[src/rtl/ysyx_sq_drain.sv]
// ysyx_sq_drain: store-queue FIFO draining committed stores to the memory write port; YSYX_SQ_LD_CHECK_EN enables ld_conflict
module ysyx_sq_drain #(
  parameter int XLEN    = 32,
  parameter int SQ_SIZE = 4
) (
  input  logic            clock,
  input  logic            reset,
  input  logic            rou_valid,
  input  logic            rou_store,
  input  logic [4:0]      rou_alu,
  input  logic [XLEN-1:0] rou_sq_waddr,
  input  logic [XLEN-1:0] rou_sq_wdata,
  input  logic [XLEN-1:0] rou_pc,
  output logic            rou_sq_ready,
  output logic            mem_wvalid,
  output logic [XLEN-1:0] mem_waddr,
  output logic [XLEN-1:0] mem_wdata,
  output logic [3:0]      mem_wstrb,
  output logic [XLEN-1:0] mem_pc,
  input  logic            mem_wready,
  output logic            sq_empty,
  input  logic [XLEN-1:0] ld_raddr,
  output logic            ld_conflict
);
  localparam int AW = $clog2(SQ_SIZE);
  localparam logic [AW:0] FULL = (AW+1)'(SQ_SIZE);
  logic [AW-1:0] head, tail;
  logic [AW:0] count;
  logic [SQ_SIZE-1:0] vld;
  logic [XLEN-1:0] addr_q [SQ_SIZE];
  logic [XLEN-1:0] data_q [SQ_SIZE];
  logic [XLEN-1:0] pc_q [SQ_SIZE];
  logic [3:0] strb_q [SQ_SIZE];
  logic [1:0] sh;
  logic [3:0] strb_in;
  logic enq, deq;
  logic unused_alu;
  assign unused_alu = ^rou_alu[4:2];
  assign sh = rou_sq_waddr[1:0];
  assign rou_sq_ready = count != FULL;
  assign sq_empty = count == '0;
  assign enq = rou_valid && rou_store && rou_sq_ready;
  assign deq = mem_wvalid && mem_wready;
  assign mem_wvalid = vld[head];
  assign mem_waddr = addr_q[head];
  assign mem_wdata = data_q[head];
  assign mem_wstrb = strb_q[head];
  assign mem_pc = pc_q[head];
  // lane strobe from size code; reserved code behaves as a word
  always_comb strb_in = rou_alu[1:0] == 2'b00 ? 4'b0001 << sh : rou_alu[1:0] == 2'b01 ? 4'b0011 << sh : 4'b1111;
  // circular FIFO: enqueue at tail, dequeue at head on handshake
  always_ff @(posedge clock) begin
    if (reset) begin
      head  <= '0;
      tail  <= '0;
      count <= '0;
      vld   <= '0;
      for (int i = 0; i < SQ_SIZE; i++) begin
        addr_q[i] <= '0;
        data_q[i] <= '0;
        pc_q[i]   <= '0;
        strb_q[i] <= '0;
      end
    end else begin
      if (enq) begin
        vld[tail]    <= 1'b1;
        addr_q[tail] <= rou_sq_waddr;
        data_q[tail] <= rou_sq_wdata << {sh, 3'b000};
        pc_q[tail]   <= rou_pc;
        strb_q[tail] <= strb_in;
        tail         <= tail + 1'b1;
      end
      if (deq) begin
        vld[head] <= 1'b0;
        head      <= head + 1'b1;
      end
      count <= count + {{AW{1'b0}}, enq} - {{AW{1'b0}}, deq};
    end
  end
`ifdef YSYX_SQ_LD_CHECK_EN
  logic unused_ld;
  assign unused_ld = ^ld_raddr[1:0];
  // word-granular match of the load against every pending store
  always_comb begin
    ld_conflict = 1'b0;
    for (int i = 0; i < SQ_SIZE; i++) ld_conflict = ld_conflict | (vld[i] && addr_q[i][XLEN-1:2] == ld_raddr[XLEN-1:2]);
  end
`else
  logic unused_ld;
  assign unused_ld = ^ld_raddr;
  assign ld_conflict = 1'b0;
`endif
endmodule

[config.mk]
export PLATFORM = sky130hd
export DESIGN_NAME = ysyx_sq_drain
export DESIGN_NICKNAME = d
export VERILOG_FILES = /design/src/rtl/ysyx_sq_drain.sv
export SDC_FILE = /design/constraint.sdc
export NUM_CORES = 1
export LEC_CHECK = 0
export BUFFER_PORTS_ARGS = -buffer_cell sky130_fd_sc_hd__buf_2
export CORE_MARGIN = 2
export CORE_UTILIZATION = 45
export CTS_CLUSTER_SIZE = 20
export DETAILED_ROUTE_END_ITERATION = 16
export GPL_TIMING_DRIVEN = 0
export PLACE_DENSITY = 0.61
export SKIP_LAST_GASP = 1
export SLEW_MARGIN = 20
export SYNTH_ARGS = -nofsm -noshare
export SYNTH_HDL_FRONTEND = slang
export SYNTH_SLANG_ARGS = --single-unit
[constraint.sdc]
create_clock -name clock -period 11.5 [get_ports clock]
set_clock_uncertainty 0.15 [all_clocks]
set_input_delay 1.15 -clock clock [delete_from_list [all_inputs] [get_ports clock]]
set_output_delay 1.15 -clock clock [all_outputs]
set_load 0.005 [all_outputs]
==> After elaboration in Yosys (flattened, before gate mapping) <==
Memories as Yosys holds them, arrays and structs flattened. A register that Yosys moved wholly into a read port is not among the register bits.
Cells that the tools add are included.
{ "word_totals": {"register_bits": 11, "latch_bits": 0, "ram_bits": 400, "romBits": 0, "in_bits": 138, "output_inout_bits": 104, "elab_cells": 71, "n_memories": 4} }
{ "mem_list": {"columns": ["name", "depth", "word_bits", "read_ports", "rd_ports_with_merged_regs", "write_ports", "line_no", "source"], "rows": [
  ["addr_q", 4, 32, 1, 1, 4, "30", "logic [XLEN-1:0] addr_q [SQ_SIZE];"],
  ["data_q", 4, 32, 1, 1, 4, "31", "logic [XLEN-1:0] data_q [SQ_SIZE];"],
  ["pc_q", 4, 32, 1, 1, 4, "32", "logic [XLEN-1:0] pc_q [SQ_SIZE];"],
  ["strb_q", 4, 4, 1, 1, 4, "33", "logic [3:0] strb_q [SQ_SIZE];"]
]} }
{ "op_classes": {"add_sub_neg": 4, "multipliers": 0, "div": 0, "magnitude_cmp": 4, "n_eq_ne": 2, "shift": 3, "mux": 36, "bitwise": 3, "reduce_logical": 11} }
{ "op_table": {"columns": ["op", "count"], "rows": [
  ["$mux W32", 3],
  ["$reduce_or A32 Y1", 3],
  ["$shl A32 B5 Y32", 1],
  ["$mux W2", 12],
  ["$mux W4", 6],
  ["$mux W1", 12],
  ["$lt A2 B3 Y1 const B", 2],
  ["$logic_and A1 B1 Y1", 5],
  ["$add A2 B1 Y2 const B", 2],
  ["$and A4 B4 Y4", 1],
  ["$demux W1 S2", 2],
  ["$ge A2 B1 Y1 const B", 2],
  ["$not A4 Y4", 1],
  ["$or A4 B4 Y4", 1],
  ["$reduce_or A4 Y1", 1],
  ["$shl A1 B2 Y4 const A", 1],
  ["$shl A2 B2 Y4 const A", 1],
  ["$add A3 B1 Y3", 1],
  ["$logic_not A3 Y1", 1],
  ["$ne A3 B3 Y1 const B", 1],
  ["$sub A3 B1 Y3", 1],
  ["$bmux W1 S2", 1],
  ["$eq A2 B1 Y1 const B", 1],
  ["$logic_not A2 Y1", 1]
]} }

==> Logic depth before layout (Yosys ltp) <==
{ "logic_depth": {"ltp_word": 9, "depth_mapped": 12, "ltp_nobuf": 11} }

==> Worst setup path after synthesis <==
Ideal clock, no wire load.
{ "synth_timing": {"path_type": "input -> register", "startpoint": "input port rou_valid", "endpoint": "memory addr_q[3][0], enable pin", "setup_time_ns": 0.706, "arrival_ns": 9.088, "setup_slack_ns": 1.557, "path_stages": 5, "path_buffers": 2, "cell_sequence": "and2_1 -> clkbuf_1 -> buf_2 -> nand2_1 -> o31ai_1"} }
{ "synth_lines": {"columns": ["item", "line_no", "source"], "rows": [
  ["start, declared", "8", "input logic rou_valid,"],
  ["end, declared", "30", null]
]} }

==> Flow_metrics.wiki <==
{| class="wikitable"
! Metric !! Value
|-
| Status || finished, final reports clean
|-
| Clock-pin slew on the worst setup and hold paths || 0.06 ns
|-
| Post-synth top flop || sky130_fd_sc_hd__edfxtp_1
|-
| Sequential share of the synthesized area || 67.7%
|-
| Vias || 10300
|-
| Share of flip-flops with an asynchronous set or reset after synthesis || 0%
|-
| Maximum root-to-sink buffer count || 3
|-
| Total gr overflow || 0
|-
| WHS Path Cells || 2
|-
| Die W || 205 um
|-
| Setup CP Type || reg2out
|-
| Number of instances in the synthesized netlist || 1131
|-
| Routed length per instance || 22.2 um
|-
| 1st-pass router iterations || 5
|-
| Core area || 0.0397 mm^2
|-
| Worst setup slack after placement || 7.51 ns
|-
| Buffers added on ports || 205
|-
| H-tree depth || 2
|-
| Average via count per standard cell || 5.26
|-
| Worst Path Arrival || 2.75 ns
|-
| Num Clock Sinks || 413
|-
| Total power || 3.50 mW
|-
| Drc violations || 0
|-
| Startpoint of the lowest-slack hold path || count[2]
|-
| Final period utilization || 35.2%
|-
| Number of nets in the final layout || 1552
|-
| Setup repair after global routing missed its margin || false
|-
| PwrDens || 163 mW/mm^2
|-
| Number of buffers inserted for hold repair after clock tree synthesis || 0
|-
| Via count of the first global-routing pass || 10800
|-
| Final RePlAce weighted congestion || 0.817
|-
| Leakage power figure || 8.20 nW
|-
| Latest clock arrival within the worst-skew pair || 0.56 ns
|-
| Setup Total Neg Slack || 0 ns
|-
| Number of synthesized flops with an enable pin || 400
|-
| Die Span Y || 205 um
|-
| Synthesized flop and latch total || 413
|-
| Cts repair resizes || 0
|-
| Pin count of the biggest net entering global routing || 45
|-
| Max Cap Viol || 0
|-
| 1st-iter DRT viols || 796
|-
| Mapped Nets || 1284
|-
| CTS tree || done
|-
| Final HPWL DP || 28600 um
|-
| Drt total wl || 43500 um
|-
| CTS Root Buffer Type || sky130_fd_sc_hd__clkbuf_16
|-
| Initial core utilization || 45.6%
|-
| Post-synthesis to final-layout area growth || 18.8%
|-
| R2r worst-path depth || 7
|-
| Yosys synthesis warning count || 0
|-
| Global-route wire length before repair || 65800 um
|-
| CTS buffer count || 45
|-
| Top cells by count, synth || sky130_fd_sc_hd__edfxtp_1, sky130_fd_sc_hd__and2_1, sky130_fd_sc_hd__nor2_1, sky130_fd_sc_hd__mux4_2, sky130_fd_sc_hd__buf_2
|-
| Initial antenna violation count || 5
|-
| Max-slew violation count || 0
|-
| Synth area leader || sky130_fd_sc_hd__edfxtp_1
|-
| Reg2reg start || tail[1]
|-
| Kind of end point of the critical path || output port
|-
| Synthesized cell area || 0.0181 mm^2
|-
| Worst relative slew slack || 32.3%
|-
| Peak supply drop || 0.122 mV
|-
| Synth top area cells || sky130_fd_sc_hd__edfxtp_1, sky130_fd_sc_hd__mux4_2, sky130_fd_sc_hd__and2_1
|-
| Data required time at the worst endpoint || 10.20 ns
|-
| Share of final-layout standard cells stronger than drive strength 1 || 32.1%
|-
| Final setup fails || 0
|-
| Fraction of post-synthesis cell area in the top cell type by area || 66.3%
|-
| Worst hold path type || reg2reg
|-
| Worst-path maximum fanout || 10
|-
| Buffer count from post-CTS setup fixing || 0
|-
| Most repeated cell in the gate-level netlist after synthesis || sky130_fd_sc_hd__edfxtp_1
|-
| Final period demand of the worst path || 4.05 ns
|-
| I/O pin count || 242
|-
| Number of distinct standard cells referenced by the synthesized netlist || 34
|-
| Full die area || 0.0419 mm^2
|-
| Final critical-path setup slack || 7.45 ns
|-
| Type of element launching the critical path || register
|-
| Antenna violation net count after detailed routing || 0
|-
| Gr usage total || 21.3%
|-
| Floorplan row count || 73
|-
| Final Hold Violating Endpoints || 0
|-
| Transition time of the tightest slew-check pin || 1.01 ns
|-
| Post-synthesis area per instance || 16.0 um^2
|-
| FMAX || 247 MHz
|}
[cell families after synthesis]
group | share of synthesized area [%]
compound gates | 1.02
simple gates | 13.4
flops | 67.7
other cells | 0.0207
xor+xnor | 0.0483
buf+inv | 2.13
mux | 14.6
fa+ha+maj | 1.08
[metal layers]
layer / up-vias / share of wire [%] / global-route usage (%)
li1: 4740 / - / -
met1: 5205 / 43 / 29.9
met2: 297 / 49 / 34.3
met3: 58 / 5.6 / 3.09
met4: 2 / 2.6 / 7.07
met5: - / 0.030 / 0
[cell type report]
type | count | area (um^2)
diodes | 3 | 7.51
plain buffers | 75 | 348
clock buffers | 55 | 1190
clock inverters | 25 | 208
fillers | 3285 | 18200
inverters | 10 | 37.5
multi-input cells | 633 | 5500
flip-flops and latches | 413 | 12300
well taps | 525 | 657
repair buffers | 221 | 1300
[cells in the final DEF (no fill, tap or decap), types with 8 or more instances in the layout]
cell type / count
sky130_fd_sc_hd__edfxtp_1: 400
sky130_fd_sc_hd__and2_1: 250
sky130_fd_sc_hd__buf_2: 245
sky130_fd_sc_hd__nor2_1: 152
sky130_fd_sc_hd__mux4_2: 100
sky130_fd_sc_hd__clkbuf_16: 45
sky130_fd_sc_hd__clkbuf_1: 33
sky130_fd_sc_hd__mux2_2: 19
sky130_fd_sc_hd__mux2i_1: 18
sky130_fd_sc_hd__ha_1: 14
sky130_fd_sc_hd__nand2_1: 13
sky130_fd_sc_hd__dfxtp_1: 13
sky130_fd_sc_hd__nor3_1: 11
sky130_fd_sc_hd__clkinv_2: 10
sky130_fd_sc_hd__inv_1: 9
sky130_fd_sc_hd__nor2b_1: 8
sky130_fd_sc_hd__a22oi_1: 8
[power breakdown]
group | internal (mW) | switching, mW
clock network | 0.804 | 0.587
logic | 0.152 | 0.195
registers | 1.74 | 0.0238
[critical path, stage by stage, from the launching register on]
cell                       delay [ns]
sky130_fd_sc_hd__dfxtp_1         0.30
sky130_fd_sc_hd__clkbuf_1        0.61
sky130_fd_sc_hd__buf_2           0.51
sky130_fd_sc_hd__mux4_2          0.62
sky130_fd_sc_hd__buf_2           0.16
[sequential cells by signal (all words and copies together) (netlist names), named ones only]
| signal | count |
|---|---|
| addr_q | 128 |
| strb_q | 16 |
| vld | 4 |
| count | 3 |
| tail | 2 |
| head | 2 |
| pc_q | 128 |
| data_q | 128 |
[metrics by stage]
step                util (%)  hold slack, ns  instances  area (um^2)
floorplan                  -           0.344       1131        18100
global placement        49.8           0.368       1861        19800
detailed placement      50.6           0.369       1877        20100
CTS                     54.1           0.378       1957        21500
global route            54.2           0.408       1959        21500
finish                  54.2           0.376       1960        21500
[worst paths after layout]
path | slack (ns) | end
worst min-delay path | 0.38 | count[2]
worst max-delay path | 7.45 | mem_wdata[30]
worst max register to register | 8.68 | pc_q[2][29]
worst min register to register | 0.38 | count[2]
No activity file was read; power rests on OpenSTA's default activity.
